[src/rtl/vx_io_bus_arb_pkg.sv]
// Shared definitions for the I/O bus arbiter slice.
// Contents: I/O request field widths, output-stage state encoding, and the
// requester-index width helper used by the interface, arbiter and top.
package vx_io_bus_arb_pkg;

    localparam int IO_ADDR_WIDTH   = 30;
    localparam int IO_BYTEEN_WIDTH = 4;
    localparam int IO_DATA_WIDTH   = 32;

    typedef enum logic {
        STAGE_EMPTY = 1'b0,
        STAGE_FULL  = 1'b1
    } stage_state_e;

    // Index width for n requesters; never below one bit.
    function automatic int lg_reqs(input int n);
        return (n > 1) ? $clog2(n) : 1;
    endfunction

endpackage

[src/rtl/vx_io_bus_arb_if.sv]
// Bus bundle between NUM_REQS requesters, the arbiter and the core I/O bus.
//   in_req_*  : requester-side requests (per requester, per lane)
//   out_req_* : core-side request bus, tag = {requester tag, requester index}
//   out_rsp_* : core-side single-lane response bus
//   in_rsp_*  : responses routed back to the requesters
// Modports: slave = the arbiter's view, master = the environment's view.
interface vx_io_bus_arb_if #(
    parameter int NUM_REQS      = 4,
    parameter int NUM_LANES     = 4,
    parameter int REQ_TAG_WIDTH = 8
);
    import vx_io_bus_arb_pkg::*;

    localparam int LG_REQS       = lg_reqs(NUM_REQS);
    localparam int OUT_TAG_WIDTH = REQ_TAG_WIDTH + LG_REQS;

    logic [NUM_REQS-1:0][NUM_LANES-1:0]                      in_req_valid;
    logic [NUM_REQS-1:0]                                     in_req_rw;
    logic [NUM_REQS-1:0][NUM_LANES-1:0][IO_BYTEEN_WIDTH-1:0] in_req_byteen;
    logic [NUM_REQS-1:0][NUM_LANES-1:0][IO_ADDR_WIDTH-1:0]   in_req_addr;
    logic [NUM_REQS-1:0][NUM_LANES-1:0][IO_DATA_WIDTH-1:0]   in_req_data;
    logic [NUM_REQS-1:0][REQ_TAG_WIDTH-1:0]                  in_req_tag;
    logic [NUM_REQS-1:0]                                     in_req_ready;

    logic [NUM_LANES-1:0]                      out_req_valid;
    logic                                      out_req_rw;
    logic [NUM_LANES-1:0][IO_BYTEEN_WIDTH-1:0] out_req_byteen;
    logic [NUM_LANES-1:0][IO_ADDR_WIDTH-1:0]   out_req_addr;
    logic [NUM_LANES-1:0][IO_DATA_WIDTH-1:0]   out_req_data;
    logic [OUT_TAG_WIDTH-1:0]                  out_req_tag;
    logic                                      out_req_ready;

    logic                     out_rsp_valid;
    logic [IO_DATA_WIDTH-1:0] out_rsp_data;
    logic [OUT_TAG_WIDTH-1:0] out_rsp_tag;
    logic                     out_rsp_ready;

    logic [NUM_REQS-1:0]      in_rsp_valid;
    logic [IO_DATA_WIDTH-1:0] in_rsp_data;
    logic [REQ_TAG_WIDTH-1:0] in_rsp_tag;
    logic [NUM_REQS-1:0]      in_rsp_ready;

    modport slave (
        input  in_req_valid, in_req_rw, in_req_byteen, in_req_addr, in_req_data, in_req_tag,
        output in_req_ready,
        output out_req_valid, out_req_rw, out_req_byteen, out_req_addr, out_req_data, out_req_tag,
        input  out_req_ready,
        input  out_rsp_valid, out_rsp_data, out_rsp_tag,
        output out_rsp_ready,
        output in_rsp_valid, in_rsp_data, in_rsp_tag,
        input  in_rsp_ready
    );

    modport master (
        output in_req_valid, in_req_rw, in_req_byteen, in_req_addr, in_req_data, in_req_tag,
        input  in_req_ready,
        input  out_req_valid, out_req_rw, out_req_byteen, out_req_addr, out_req_data, out_req_tag,
        output out_req_ready,
        output out_rsp_valid, out_rsp_data, out_rsp_tag,
        input  out_rsp_ready,
        input  in_rsp_valid, in_rsp_data, in_rsp_tag,
        output in_rsp_ready
    );

endinterface

[src/rtl/vx_io_bus_arb_rr_arbiter.sv]
// Round-robin arbiter (module vx_rr_arbiter).
//   clk, reset   : clock, asynchronous active-high reset
//   requests     : one bit per requester
//   update       : winner was accepted; it becomes lowest priority next
//   grant_onehot : one-hot winner (zero when nothing requests)
//   grant_index  : binary winner index
//   grant_valid  : at least one requester is active
// After reset last_grant is NUM_REQS-1, so requester 0 wins first.
module vx_rr_arbiter
    import vx_io_bus_arb_pkg::*;
#(
    parameter int NUM_REQS = 4,
    parameter int LG_REQS  = lg_reqs(NUM_REQS)
) (
    input  logic                clk,
    input  logic                reset,
    input  logic [NUM_REQS-1:0] requests,
    input  logic                update,
    output logic [NUM_REQS-1:0] grant_onehot,
    output logic [LG_REQS-1:0]  grant_index,
    output logic                grant_valid
);
    // One extra bit so last_grant + k (up to 2*NUM_REQS-1) cannot overflow.
    localparam int CW = LG_REQS + 1;

    logic [LG_REQS-1:0] last_grant_reg;
    logic [CW-1:0]      cand;
    logic               found;

    assign grant_valid = |requests;

    // Scan from last_grant+1 upward with wrap; first active requester wins.
    always_comb begin
        grant_index = '0;
        found       = 1'b0;
        cand        = '0;
        for (int k = 1; k <= NUM_REQS; k++) begin
            cand = {1'b0, last_grant_reg} + CW'(k);
            if (cand >= CW'(NUM_REQS)) begin
                cand = cand - CW'(NUM_REQS);
            end
            if (!found && requests[cand[LG_REQS-1:0]]) begin
                found       = 1'b1;
                grant_index = cand[LG_REQS-1:0];
            end
        end
    end

    generate
        for (genvar gi = 0; gi < NUM_REQS; gi++) begin : g_onehot
            assign grant_onehot[gi] = grant_valid && (grant_index == LG_REQS'(gi));
        end
    endgenerate

    always_ff @(posedge clk or posedge reset) begin
        if (reset) begin
            last_grant_reg <= LG_REQS'(NUM_REQS - 1);
        end else if (update && grant_valid) begin
            last_grant_reg <= grant_index;
        end
    end

endmodule

[src/rtl/vx_io_bus_arb.sv]
// Shares one core-side I/O bus between NUM_REQS requesters.
//   clk, reset : clock, asynchronous active-high reset
//   bus        : request/response bundle (slave view)
//   busy       : output stage holds a request or reads are outstanding
// The granted request is registered in a single output stage with the
// requester index appended to its tag; responses are routed back by that
// index. Outstanding reads are capped at MAX_PENDING; writes are never held.
module vx_io_bus_arb
    import vx_io_bus_arb_pkg::*;
#(
    parameter int NUM_REQS      = 4,
    parameter int NUM_LANES     = 4,
    parameter int REQ_TAG_WIDTH = 8,
    parameter int MAX_PENDING   = 8
) (
    input  logic             clk,
    input  logic             reset,
    vx_io_bus_arb_if.slave   bus,
    output logic             busy
);
    localparam int LG_REQS       = lg_reqs(NUM_REQS);
    localparam int OUT_TAG_WIDTH = REQ_TAG_WIDTH + LG_REQS;
    localparam int PEND_WIDTH    = $clog2(MAX_PENDING) + 1;

    logic [NUM_REQS-1:0] req_active;
    logic [NUM_REQS-1:0] win_onehot;
    logic [LG_REQS-1:0]  win_idx;
    logic                win_valid;
    logic                win_rw;

    stage_state_e state_reg, state_next;
    logic         stage_free, can_grant, accept, throttled;
    logic         out_fire, out_read_fire, rsp_fire;

    logic [NUM_LANES-1:0]                      valid_reg;
    logic                                      rw_reg;
    logic [NUM_LANES-1:0][IO_BYTEEN_WIDTH-1:0] byteen_reg;
    logic [NUM_LANES-1:0][IO_ADDR_WIDTH-1:0]   addr_reg;
    logic [NUM_LANES-1:0][IO_DATA_WIDTH-1:0]   data_reg;
    logic [OUT_TAG_WIDTH-1:0]                  tag_reg;

    logic [PEND_WIDTH-1:0] pending_reg, pending_next;

    logic [LG_REQS-1:0]  rsp_idx;
    logic                rsp_idx_ok;
    logic [NUM_REQS-1:0] rsp_onehot;

    // ---------------- arbitration ----------------
    generate
        for (genvar gi = 0; gi < NUM_REQS; gi++) begin : g_active
            assign req_active[gi] = |bus.in_req_valid[gi];
        end
    endgenerate

    vx_rr_arbiter #(
        .NUM_REQS (NUM_REQS),
        .LG_REQS  (LG_REQS)
    ) u_arb (
        .clk          (clk),
        .reset        (reset),
        .requests     (req_active),
        .update       (accept),
        .grant_onehot (win_onehot),
        .grant_index  (win_idx),
        .grant_valid  (win_valid)
    );

    assign win_rw = bus.in_req_rw[win_idx];

    // ---------------- handshakes ----------------
    assign out_fire      = (state_reg == STAGE_FULL) && bus.out_req_ready;
    assign out_read_fire = out_fire && !rw_reg;
    assign rsp_fire      = bus.out_rsp_valid && bus.out_rsp_ready;
    assign stage_free    = (state_reg == STAGE_EMPTY) || bus.out_req_ready;

    // pending_next already includes a read leaving the stage and a response
    // retiring this cycle, so a blocked read is released in the same cycle a
    // response is accepted and the bound can never be exceeded.
    always_comb begin
        pending_next = pending_reg;
        if (out_read_fire && !rsp_fire) begin
            pending_next = pending_reg + 1'b1;
        end else if (!out_read_fire && rsp_fire && (pending_reg != '0)) begin
            pending_next = pending_reg - 1'b1;
        end
    end

    assign throttled = (pending_next == PEND_WIDTH'(MAX_PENDING)) && !win_rw;
    assign can_grant = stage_free && !throttled;

    // ---------------- output-stage FSM ----------------
    always_ff @(posedge clk or posedge reset) begin
        if (reset) begin
            state_reg <= STAGE_EMPTY;
        end else begin
            state_reg <= state_next;
        end
    end

    always_comb begin
        state_next       = state_reg;
        accept           = 1'b0;
        bus.in_req_ready = '0;
        if (can_grant) begin
            bus.in_req_ready = win_onehot;
            accept           = win_valid;
        end
        if (accept) begin
            state_next = STAGE_FULL;
        end else if (stage_free) begin
            state_next = STAGE_EMPTY;
        end
    end

    always_ff @(posedge clk or posedge reset) begin
        if (reset) begin
            valid_reg  <= '0;
            rw_reg     <= 1'b0;
            byteen_reg <= '0;
            addr_reg   <= '0;
            data_reg   <= '0;
            tag_reg    <= '0;
        end else if (accept) begin
            valid_reg  <= bus.in_req_valid[win_idx];
            rw_reg     <= win_rw;
            byteen_reg <= bus.in_req_byteen[win_idx];
            addr_reg   <= bus.in_req_addr[win_idx];
            data_reg   <= bus.in_req_data[win_idx];
            tag_reg    <= {bus.in_req_tag[win_idx], win_idx};
        end else if (stage_free) begin
            valid_reg  <= '0;
        end
    end

    assign bus.out_req_valid  = valid_reg;
    assign bus.out_req_rw     = rw_reg;
    assign bus.out_req_byteen = byteen_reg;
    assign bus.out_req_addr   = addr_reg;
    assign bus.out_req_data   = data_reg;
    assign bus.out_req_tag    = tag_reg;

    always_ff @(posedge clk or posedge reset) begin
        if (reset) begin
            pending_reg <= '0;
        end else begin
            pending_reg <= pending_next;
        end
    end

    assign busy = (state_reg == STAGE_FULL) || (pending_reg != '0);

    // ---------------- response routing ----------------
    assign rsp_idx = bus.out_rsp_tag[LG_REQS-1:0];

    generate
        if ((2 ** LG_REQS) > NUM_REQS) begin : g_idx_chk
            assign rsp_idx_ok = (rsp_idx < LG_REQS'(NUM_REQS));
        end else begin : g_idx_full
            assign rsp_idx_ok = 1'b1;
        end
        for (genvar gi = 0; gi < NUM_REQS; gi++) begin : g_rsp
            assign rsp_onehot[gi] = (rsp_idx == LG_REQS'(gi));
        end
    endgenerate

    // An out-of-range index is swallowed so the bus cannot lock up.
    assign bus.out_rsp_ready = rsp_idx_ok ? (|(bus.in_rsp_ready & rsp_onehot)) : 1'b1;
    assign bus.in_rsp_valid  = (bus.out_rsp_valid && rsp_idx_ok) ? rsp_onehot : '0;
    assign bus.in_rsp_data   = bus.out_rsp_data;
    assign bus.in_rsp_tag    = bus.out_rsp_tag[OUT_TAG_WIDTH-1:LG_REQS];

    a_no_underflow: assert property (@(posedge clk) disable iff (reset)
        !(rsp_fire && (pending_reg == '0)));
    a_rsp_idx_range: assert property (@(posedge clk) disable iff (reset)
        !(bus.out_rsp_valid && !rsp_idx_ok));

endmodule

[src/flat_wrapper.sv]
// flat-port wrapper written by rule: the top's interface ports become plain ports
module vx_io_bus_arb_flat import vx_io_bus_arb_pkg::*;
#(
    parameter int NUM_REQS      = 4,
    parameter int NUM_LANES     = 4,
    parameter int REQ_TAG_WIDTH = 8,
    parameter int MAX_PENDING   = 8
)
  (clk, reset, busy, bus_in_req_valid, bus_in_req_rw, bus_in_req_byteen, bus_in_req_addr, bus_in_req_data, bus_in_req_tag, bus_in_req_ready, bus_out_req_valid, bus_out_req_rw, bus_out_req_byteen, bus_out_req_addr, bus_out_req_data, bus_out_req_tag, bus_out_req_ready, bus_out_rsp_valid, bus_out_rsp_data, bus_out_rsp_tag, bus_out_rsp_ready, bus_in_rsp_valid, bus_in_rsp_data, bus_in_rsp_tag, bus_in_rsp_ready);
  vx_io_bus_arb_if #(.NUM_REQS(NUM_REQS), .NUM_LANES(NUM_LANES), .REQ_TAG_WIDTH(REQ_TAG_WIDTH)) bus_i ();
  input  logic clk;
  input  logic reset;
  output logic busy;
  input wire logic [$bits(bus_i.in_req_valid)-1:0] bus_in_req_valid;
  input wire logic [$bits(bus_i.in_req_rw)-1:0] bus_in_req_rw;
  input wire logic [$bits(bus_i.in_req_byteen)-1:0] bus_in_req_byteen;
  input wire logic [$bits(bus_i.in_req_addr)-1:0] bus_in_req_addr;
  input wire logic [$bits(bus_i.in_req_data)-1:0] bus_in_req_data;
  input wire logic [$bits(bus_i.in_req_tag)-1:0] bus_in_req_tag;
  output wire logic [$bits(bus_i.in_req_ready)-1:0] bus_in_req_ready;
  output wire logic [$bits(bus_i.out_req_valid)-1:0] bus_out_req_valid;
  output wire logic [$bits(bus_i.out_req_rw)-1:0] bus_out_req_rw;
  output wire logic [$bits(bus_i.out_req_byteen)-1:0] bus_out_req_byteen;
  output wire logic [$bits(bus_i.out_req_addr)-1:0] bus_out_req_addr;
  output wire logic [$bits(bus_i.out_req_data)-1:0] bus_out_req_data;
  output wire logic [$bits(bus_i.out_req_tag)-1:0] bus_out_req_tag;
  input wire logic [$bits(bus_i.out_req_ready)-1:0] bus_out_req_ready;
  input wire logic [$bits(bus_i.out_rsp_valid)-1:0] bus_out_rsp_valid;
  input wire logic [$bits(bus_i.out_rsp_data)-1:0] bus_out_rsp_data;
  input wire logic [$bits(bus_i.out_rsp_tag)-1:0] bus_out_rsp_tag;
  output wire logic [$bits(bus_i.out_rsp_ready)-1:0] bus_out_rsp_ready;
  output wire logic [$bits(bus_i.in_rsp_valid)-1:0] bus_in_rsp_valid;
  output wire logic [$bits(bus_i.in_rsp_data)-1:0] bus_in_rsp_data;
  output wire logic [$bits(bus_i.in_rsp_tag)-1:0] bus_in_rsp_tag;
  input wire logic [$bits(bus_i.in_rsp_ready)-1:0] bus_in_rsp_ready;
  assign bus_i.in_req_valid = bus_in_req_valid;
  assign bus_i.in_req_rw = bus_in_req_rw;
  assign bus_i.in_req_byteen = bus_in_req_byteen;
  assign bus_i.in_req_addr = bus_in_req_addr;
  assign bus_i.in_req_data = bus_in_req_data;
  assign bus_i.in_req_tag = bus_in_req_tag;
  assign bus_in_req_ready = bus_i.in_req_ready;
  assign bus_out_req_valid = bus_i.out_req_valid;
  assign bus_out_req_rw = bus_i.out_req_rw;
  assign bus_out_req_byteen = bus_i.out_req_byteen;
  assign bus_out_req_addr = bus_i.out_req_addr;
  assign bus_out_req_data = bus_i.out_req_data;
  assign bus_out_req_tag = bus_i.out_req_tag;
  assign bus_i.out_req_ready = bus_out_req_ready;
  assign bus_i.out_rsp_valid = bus_out_rsp_valid;
  assign bus_i.out_rsp_data = bus_out_rsp_data;
  assign bus_i.out_rsp_tag = bus_out_rsp_tag;
  assign bus_out_rsp_ready = bus_i.out_rsp_ready;
  assign bus_in_rsp_valid = bus_i.in_rsp_valid;
  assign bus_in_rsp_data = bus_i.in_rsp_data;
  assign bus_in_rsp_tag = bus_i.in_rsp_tag;
  assign bus_i.in_rsp_ready = bus_in_rsp_ready;
  vx_io_bus_arb #(.NUM_REQS(NUM_REQS), .NUM_LANES(NUM_LANES), .REQ_TAG_WIDTH(REQ_TAG_WIDTH), .MAX_PENDING(MAX_PENDING)) u_core (.clk(clk), .reset(reset), .bus(bus_i), .busy(busy));
endmodule
[config.mk]
export PLATFORM = sky130hd
export DESIGN_NAME = vx_io_bus_arb_flat
export DESIGN_NICKNAME = d
export VERILOG_FILES = /design/src/rtl/vx_io_bus_arb_pkg.sv /design/src/rtl/vx_io_bus_arb_if.sv /design/src/rtl/vx_io_bus_arb_rr_arbiter.sv /design/src/rtl/vx_io_bus_arb.sv /design/src/flat_wrapper.sv
export SDC_FILE = /design/constraint.sdc
export NUM_CORES = 1
export LEC_CHECK = 0
export ABC_AREA = 1
export CORE_AREA = 2 2 574 576
export DETAILED_ROUTE_END_ITERATION = 10
export DIE_AREA = 0 0 576 578
export PLACE_DENSITY = 0.3
export SLEW_MARGIN = 20
export SYNTH_ARGS = -nofsm -noshare
export SYNTH_HDL_FRONTEND = slang
export SYNTH_SLANG_ARGS = --single-unit
[constraint.sdc]
create_clock -name clk -period 9.2 [get_ports clk]
set_clock_uncertainty 0.15 [all_clocks]
set_input_delay 1.84 -clock clk [delete_from_list [all_inputs] [get_ports clk]]
set_output_delay 1.84 -clock clk [all_outputs]
set_load 0.005 [all_outputs]
Yosys cells after proc, flatten, opt, wreduce, memory -nomap -nowiden
Cells that the tools add are included.
{"block": "word_totals", "reg_bits": 286, "elab_cells": 122}
{"block": "op_classes", "eq_ne": 7, "order_cmp": 9, "bitwise_logic": 2, "muxes": 40, "n_reduce_logical": 36, "add_sub_neg": 10}
{"cell": "$bmux W128 S2", "n": 1}
{"cell": "$bmux W120 S2", "n": 1}
{"cell": "$mux W128", "n": 1}
{"cell": "$mux W120", "n": 1}
{"cell": "$bmux W16 S2", "n": 1}
{"cell": "$mux W4", "n": 7}
{"cell": "$reduce_or A4 Y1", "n": 5}
{"cell": "$bmux W8 S2", "n": 1}
{"cell": "$logic_and A1 B1 Y1", "n": 16}
{"cell": "$mux W16", "n": 1}
{"cell": "$mux W2", "n": 8}
{"cell": "$reduce_or A16 Y1", "n": 1}
{"cell": "$lt A2 B3 Y1 const B", "n": 5}
{"cell": "$ge A3 B3 Y1 const B", "n": 4}
{"cell": "$mux W1", "n": 11}
{"cell": "$bmux W1 S2", "n": 5}
{"cell": "$bmux W4 S2", "n": 1}
{"cell": "$eq A2 B2 Y1 const B", "n": 4}
{"cell": "$logic_not A1 Y1", "n": 8}
{"cell": "$mux W8", "n": 1}
{"cell": "$sub A2 B1 Y2 const B", "n": 4}
{"cell": "$add A2 B2 Y3 const B", "n": 2}
{"cell": "$add A4 B1 Y4 const B", "n": 1}
{"cell": "$and A4 B4 Y4", "n": 1}
{"cell": "other kinds (10)", "n": 13}

Longest topological paths before layout
Gate-level depths: netlist of the first run.
{"block": "depth", "depth_word": 23, "ltp_mapped": 20, "mapped_depth_nobuf": 17}

Modules after synthesis
A second synthesis of the first run with hierarchy kept.
{"block": "hier_totals", "hier_cells": 3023, "hier_area_um2": 20158.1}
{"mod": "vx_io_bus_arb", "cells_each": 2946, "area_per_inst_um2": 19682.6, "seq_area_each_um2": 7106.8, "instances": 1}
{"mod": "vx_rr_arbiter", "cells_each": 77, "area_per_inst_um2": 475.5, "seq_area_each_um2": 52.6, "instances": 1}

Worst setup path before layout of the first run
OpenSTA, ideal clock, no wires.
{"block": "synth_timing", "path_type": "input to output", "start": "input bus_in_req_valid[8]", "end": "output bus_in_req_ready[1]", "path_buffers": 2, "required_ns": 7.210, "t_arrival_ns": 3.490, "stages": 15, "setup_slack_ns": 3.720, "path_cell_list": "nor2_1 > nand3_1 > nand3_1 > nand2_1 > nor2_4 > nand4_2 > nand2_2 > nand2_1 > nand2_1 > nand2_1 > nand3_1 > buf_4 > buf_2 > nand2_1 > nor2_1"}
{"block": "synth_via", "elab_chain_len": 20}
{"element": "from (decl)", "line": "flat_wrapper.sv:14", "rtl": "input wire logic [$bits(bus_i.in_req_valid)-1:0] bus_in_req_valid;"}
{"element": "$reduce_or A4 Y1", "line": "vx_io_bus_arb.sv:51", "rtl": "assign req_active[gi] = |bus.in_req_valid[gi];"}
{"element": "$bmux W1 S2", "line": "vx_io_bus_arb_rr_arbiter.sv:42", "rtl": "if (!found && requests[cand[LG_REQS-1:0]]) begin"}
{"element": "$mux W1 (implied by the code)", "line": "vx_io_bus_arb_rr_arbiter.sv:42"}
{"element": "$mux W1", "line": "vx_io_bus_arb_rr_arbiter.sv:42"}
{"element": "$logic_not A1 Y1", "line": "vx_io_bus_arb_rr_arbiter.sv:42"}
{"element": "$logic_and A1 B1 Y1", "line": "vx_io_bus_arb_rr_arbiter.sv:42"}
{"element": "$mux W1", "line": "vx_io_bus_arb_rr_arbiter.sv:42"}
{"element": "$logic_not A1 Y1", "line": "vx_io_bus_arb_rr_arbiter.sv:42"}
{"element": "[... 4 more ...]"}
{"element": "$mux W2", "line": "vx_io_bus_arb_rr_arbiter.sv:42"}
{"element": "$bmux W1 S2", "line": "vx_io_bus_arb.sv:68", "rtl": "assign win_rw = bus.in_req_rw[win_idx];"}
{"element": "$mux W1 (implied by the code)", "line": "vx_io_bus_arb.sv:68"}
{"element": "$logic_not A1 Y1", "line": "vx_io_bus_arb.sv:88", "rtl": "assign throttled = (pending_next == PEND_WIDTH'(MAX_PENDING)) && !win_rw;"}
{"element": "$logic_and A1 B1 Y1", "line": "vx_io_bus_arb.sv:88"}
{"element": "$logic_not A1 Y1", "line": "vx_io_bus_arb.sv:89", "rtl": "assign can_grant = stage_free && !throttled;"}
{"element": "$logic_and A1 B1 Y1", "line": "vx_io_bus_arb.sv:89"}
{"element": "$mux W4 *", "line": "vx_io_bus_arb.sv:104", "rtl": "if (can_grant) begin"}
{"element": "to (decl)", "line": "flat_wrapper.sv:20", "rtl": "output wire logic [$bits(bus_i.in_req_ready)-1:0] bus_in_req_ready;"}
Every way passes the cells marked *; elsewhere a longest branch is shown, timed or not. The select of a mux whose other input is x is not followed.

Final worst setup path of the first run
{"block": "layout_timing", "start": "input bus_in_req_valid[11]", "end": "output bus_in_req_ready[2]"}
The elaborated chain is that of the path after synthesis.

==> impl_metrics.tcl, run 1 <==
set metrics [dict create \
    status "finished clean" \
    clk_pin_slew_ps 60 \
    numCtsBuffers 47 \
    syn_area_per_cell_um2 6.193 \
    placementRows 210 \
    ys_types 28 \
    reg2reg_slack_ps 3630 \
    die_h_um 578 \
    peakVddDrop_mv 0.4581 \
    avgViaCountPerCell 3.423 \
    grtUsageTotal_pct 13.65 \
    cp_slowest_cell "clkdlybuf4s50_1" \
    syn_to_final_growth_pct 89.06 \
    setup_viol 0 \
    antenna_found_initial 87 \
    numPortBuffers 1406 \
    synth_seq_cells 286 \
    coreArea_um2 326300 \
    crit_family "simple AND/OR/NAND/NOR gates" \
    fin_crit_sh_pct 80.16 \
    critPathMaxFanout 66 \
    cp-start-kind "input port" \
    cp_data_required_time_ps 7210 \
    arrival_ps 5390 \
    drtPass1Iterations 9 \
    yosysWarnings 0 \
    finalSetupTns_ps 0 \
    start_util_pct 6.866 \
    max_freq_ghz 0.1356 \
    critPathKind "in -> out" \
    cts_tree "done" \
    clock-sinks 286 \
    final_common_cell "nand3_1" \
    cts-root-buf "clkbuf_16" \
    grt_remaining_overflow 0 \
    route.detailed.drc 0 \
    fillers 38080 \
    holdWs_ps 335.9 \
    final-hold-violation-count 0 \
    p_per_area_nw_per_um2 433.5 \
    cp.buffers_inverters 3 \
    synth_area_um2 22410 \
    cap_viol_max_count 0 \
    htreeDepth 2 \
    grt_first_pass_wirelength_mm 310.1 \
    cts_hold_buf 0 \
    dp_hpwl_mm 193.0 \
    wl_per_cell_um 25.91 \
    tightestPinTransition_ps 1083 \
    drv_slew 0 \
    synthCells 3618 \
    slowest_delay_ps 520 \
    clk_latency_ps 660 \
    grt_max_degree 154 \
    synth_fp_nets 4778 \
    rsz0062_at_grt "false" \
    grt_pass1_vias 32850 \
    fin_crit_ps 7375 \
    hold_class "reg -> reg" \
    cts_resized 0 \
    largest_reg_flops 128 \
    gp_congestion 0.8740 \
    slew_headroom_pct 27.81 \
    drtIter0Drc 1877 \
    ant_nets 0 \
    cts_setup_buffers 0 \
    die-area_um2 332900 \
    io_pins 1487 \
    path_cells "clkdlybuf4s50_1, nor2_1, nand3_1, nand3_1, nand2_1, nor2_4, nand2_2, nand2_8, nand2_8, inv_8, nand2_1, nor2_1, clkdlybuf4s50_1" \
    fin_nets 5873 \
    end_kind "output port" \
    ctsLongestPathBuffers 3 \
    p_leak_nw 17.65 \
    wirelength_mm 236.5 \
    fp.dieW_um 576 \
    vias 31230 \
    drive_gt1_share_pct 3.136 \
    layout_common_cells "nand3_1 (1670), clkdlybuf4s50_1 (1406), nand2_1 (1183)" \
    seq_area_frac_synth_pct 31.95 \
]
[power by group]
group	switching [mW]	internal, mW	leakage (nW)	total (mW)
registers	0.409	1.95	3.58	2.36
logic	9.66	4.22	13.2	13.9
clock network	0.800	1.32	0.857	2.12
[synthesized netlist by cell type (all sizes together)]
master / n / area [um^2]
nand3: 1672 / 8373
nand2: 1187 / 4466
buf: 290 / 1599
dfrtp: 284 / 7107
clkbuf: 117 / 439.2
nor2: 21 / 86.33
inv: 18 / 67.56
nand4: 7 / 56.30
a21oi: 4 / 20.02
nor3: 4 / 20.02
o21ai: 3 / 30.03
xor2: 3 / 26.28
dfstp: 2 / 52.55
ha: 2 / 25.02
nand3b: 1 / 7.510
o31ai: 1 / 7.510
or2: 1 / 6.260
xnor2: 1 / 16.27
[final timing paths]
check                                               start                            to  cells past startpoint
max                                  bus_in_req_valid[11]           bus_in_req_ready[2]                     13
min in group asynchronous                           reset  u_core.bus.out_req_addr[111]                      2
min                           u_core.bus.out_req_valid[1]   u_core.bus.out_req_valid[1]                      2
max in group asynchronous                           reset   u_core.bus.out_req_data[68]                      4
min reg2reg                   u_core.bus.out_req_valid[1]   u_core.bus.out_req_valid[1]                      2
max reg2reg                u_core.u_arb.last_grant_reg[0]   u_core.bus.out_req_data[52]                     17
[area by class of cell]
| type | count | area, um^2 | share of cell area, % |
|---|---|---|---|
| Antenna cell | 28 | 70.07 | 0.1654 |
| Clock buffer | 64 | 1373 | 3.240 |
| Clock inverter | 23 | 376.6 | 0.8891 |
| Inverter | 18 | 86.33 | 0.2038 |
| Multi-Input combinational cell | 2907 | 13220 | 31.20 |
| Sequential cell | 286 | 7159 | 16.90 |
| Tap cell | 4346 | 5438 | 12.84 |
| Timing Repair Buffer | 1453 | 14640 | 34.56 |
[per-layer routing]
metal	track usage (%)	share of wire [%]
met5	0	0.11
met4	3.633	2.9
met3	4.926	8.8
met2	25.28	51
met1	14.46	37
[stage by stage]
| step | cell area (um^2) | std cells | utilization, % | setup slack, ps | power (mW) |
|---|---|---|---|---|---|
| after floorplan | 22410 | 3618 | - | 3420 | 10.03 |
| after global routing | 42330 | 9113 | 12.97 | 1457 | 20.12 |
| after global placement | 40540 | 9010 | 12.42 | 1629 | 16.79 |
| after detailed placement | 40540 | 9010 | 12.42 | 1700 | 16.80 |
| after CTS | 42290 | 9097 | 12.96 | 1707 | 19.07 |
| final | 42360 | 9125 | 12.98 | 1825 | 18.36 |
[worst register-to-register path, delay by kind of cell (launching register included)]
family          cells  cell delay [ps]
compound gates      1              260
buf+inv             5             2250
flops               1              720
simple gates       11             2150
[cell families after synthesis]
logic type                 Yosys count  share of synthesized area, %
AOI/OAI and AO/OA                    8                        0.2569
and+or+nand+nor                   2893                         58.09
buffers and inverters              425                         9.399
adders and majority gates            2                        0.1117
DFF                                286                         31.95
xor gates and xnor gates             4                        0.1899
(Power assumes the default switching activity.)
==> inputs of run 2 (changes only) <==
--- a/config.mk
+++ b/config.mk
@@ -6,9 +6,9 @@
 export NUM_CORES = 1
 export LEC_CHECK = 0
 export ABC_AREA = 1
-export CORE_AREA = 2 2 574 576
+export CORE_AREA = 2 2 583 585
 export DETAILED_ROUTE_END_ITERATION = 10
-export DIE_AREA = 0 0 576 578
+export DIE_AREA = 0 0 585 587
 export PLACE_DENSITY = 0.3
 export SLEW_MARGIN = 20
 export SYNTH_ARGS = -nofsm -noshare
==> constraint.sdc (replaced) <==
create_clock -name clk -period 7.13 [get_ports clk]
set_clock_uncertainty 0.15 [all_clocks]
set_input_delay 1.426 -clock clk [delete_from_list [all_inputs] [get_ports clk]]
set_output_delay 1.426 -clock clk [all_outputs]
set_load 0.005 [all_outputs]
==> impl_metrics.tcl, run 2 (same netlist as run 1, synthesis figures left out) <==
set metrics [dict create \
    fin_crit_sh_pct 86.57 \
    cp_data_required_time_ps 5550 \
    coreArea_um2 337900 \
    final-hold-violation-count 0 \
    slew_headroom_pct 9.582 \
    dp_slack_ps 1011 \
    placed_area_um2 41060 \
    placementRows 214 \
    r2r-start "u_core.u_arb.last_grant_reg[0]" \
    min_to "u_core.bus.out_req_valid[3]" \
    fp.dieW_um 585 \
    p_per_area_nw_per_um2 566.7 \
    antenna_found_initial 82 \
    peakVddDrop_mv 0.7191 \
    cp-start-kind "input port" \
    final_area_um2 42760 \
    clock-sinks 286 \
    clk_pin_slew_ps 50 \
    start_util_pct 6.631 \
    cts_setup_buffers 0 \
    route.detailed.drc 0 \
    finalSetupTns_ps 0 \
    wl_met1_mm 88.94 \
    drtPass1Iterations 7 \
    fin_nets 5891 \
    end_kind "output port" \
    grt_pass1_vias 32740 \
    grt_first_pass_wirelength_mm 314.3 \
    p_leak_nw 17.74 \
    hold_class "reg -> reg" \
    max_freq_ghz 0.1620 \
    wirelength_mm 240.8 \
    cts_tree "done" \
    htreeDepth 2 \
    largest_reg_flops 128 \
    reg2reg_to "u_core.bus.out_req_data[95]" \
    grt_max_degree 143 \
    ctsLongestPathBuffers 3 \
    wl_per_cell_um 25.81 \
    status "finished clean" \
    layout_common_cells "nand3_1 (1670), clkdlybuf4s50_1 (1406), nand2_1 (1183)" \
    numCtsBuffers 46 \
    fin_crit_ps 6172 \
    syn_to_final_growth_pct 90.86 \
    grt_remaining_overflow 0 \
    holdCritStartpoint "u_core.bus.out_req_valid[3]" \
    drive_gt1_share_pct 3.441 \
    io_pins 1487 \
    met2_length_mm 121.5 \
    die-area_um2 343400 \
    clk_latency_ps 660 \
    reg2reg_slack_ps 2620 \
    drtIter0Drc 1889 \
    cp-startpoint "bus_in_req_valid[8]" \
    die_h_um 587 \
    critPathMaxFanout 19 \
    worst_slack_ps 957.6 \
    routed.top_layer "met5" \
    cts_resized 0 \
    cts_hold_buf 0 \
    vias 31450 \
    arrival_ps 4600 \
    r2r_cells 12 \
    avgViaCountPerCell 3.371 \
    cts-root-buf "clkbuf_16" \
    rsz0062_at_grt "false" \
    setup_viol 0 \
    gp_congestion 0.8886 \
    wl_met3_mm 22.38 \
    power_mw 24.24 \
    ant_nets 0 \
    hold_depth 2 \
    critPathKind "in -> out" \
    numPortBuffers 1406 \
    drv_slew 0 \
    cap_viol_max_count 0 \
    holdWs_ps 337.5 \
    grtUsageTotal_pct 13.46 \
    dp_hpwl_mm 199.5 \
    final_common_cell "nand3_1" \
    tightestPinTransition_ps 1356 \
]
-- run 2: report_power, final --
group / leakage (nW) / internal [mW] / switching [mW]
logic: 13.4 / 5.74 / 12.9
clock network: 0.784 / 1.52 / 1.02
registers: 3.58 / 2.52 / 0.512
total: 17.7 / 9.78 / 14.5
-- run 2: per-layer routing --
metal	GRT usage, %	vias to the layer above
met5	0	-
met4	3.885	28
met3	4.843	236
met2	24.59	1429
met1	14.34	15270
li1	-	14490
-- run 2: cell type report --
| class | count | area (um^2) |
|---|---|---|
| repair buffers | 1472 | 14950 |
| well taps | 4536 | 5675 |
| clock buffers | 60 | 1295 |
| multi-input cells | 2907 | 13220 |
| fillers | 39340 | 295100 |
| clock inverters | 23 | 307.8 |
| diodes | 28 | 70.07 |
| inverters | 18 | 86.33 |
| flip-flops and latches | 286 | 7159 |
-- run 2: through the flow --
stage          std cells  utilization, %
2_1_floorplan       3618               -
3_3_place_gp        9218           12.15
3_5_place_dp        9218           12.15
4_1_cts             9301           12.63
5_1_grt             9305           12.64
6_report            9330           12.66
-- run 2: worst max path at each step --
stage	end	slack, ps	cells after the start
final	bus_in_req_ready[3]	960	14
after global routing	bus_in_req_ready[2]	790	14
after CTS	bus_in_req_ready[3]	1000	14
after detailed placement	bus_in_req_ready[2]	1010	14
after global placement	bus_in_req_ready[1]	990	14
after floorplan	u_core.bus.out_req_addr[0]	1760	1
-- run 2: critical path, cell delays in order --
cell,delay (ps)
clkdlybuf4s50_1,450
nor2_1,220
nand3_1,160
nand3_1,130
nand2_1,120
nor2_4,200
nand2_2,140
o21ai_4,610
inv_8,170
nand2_1,190
nand3_4,100
nand2_1,140
nor2_1,60
clkdlybuf4s50_1,440
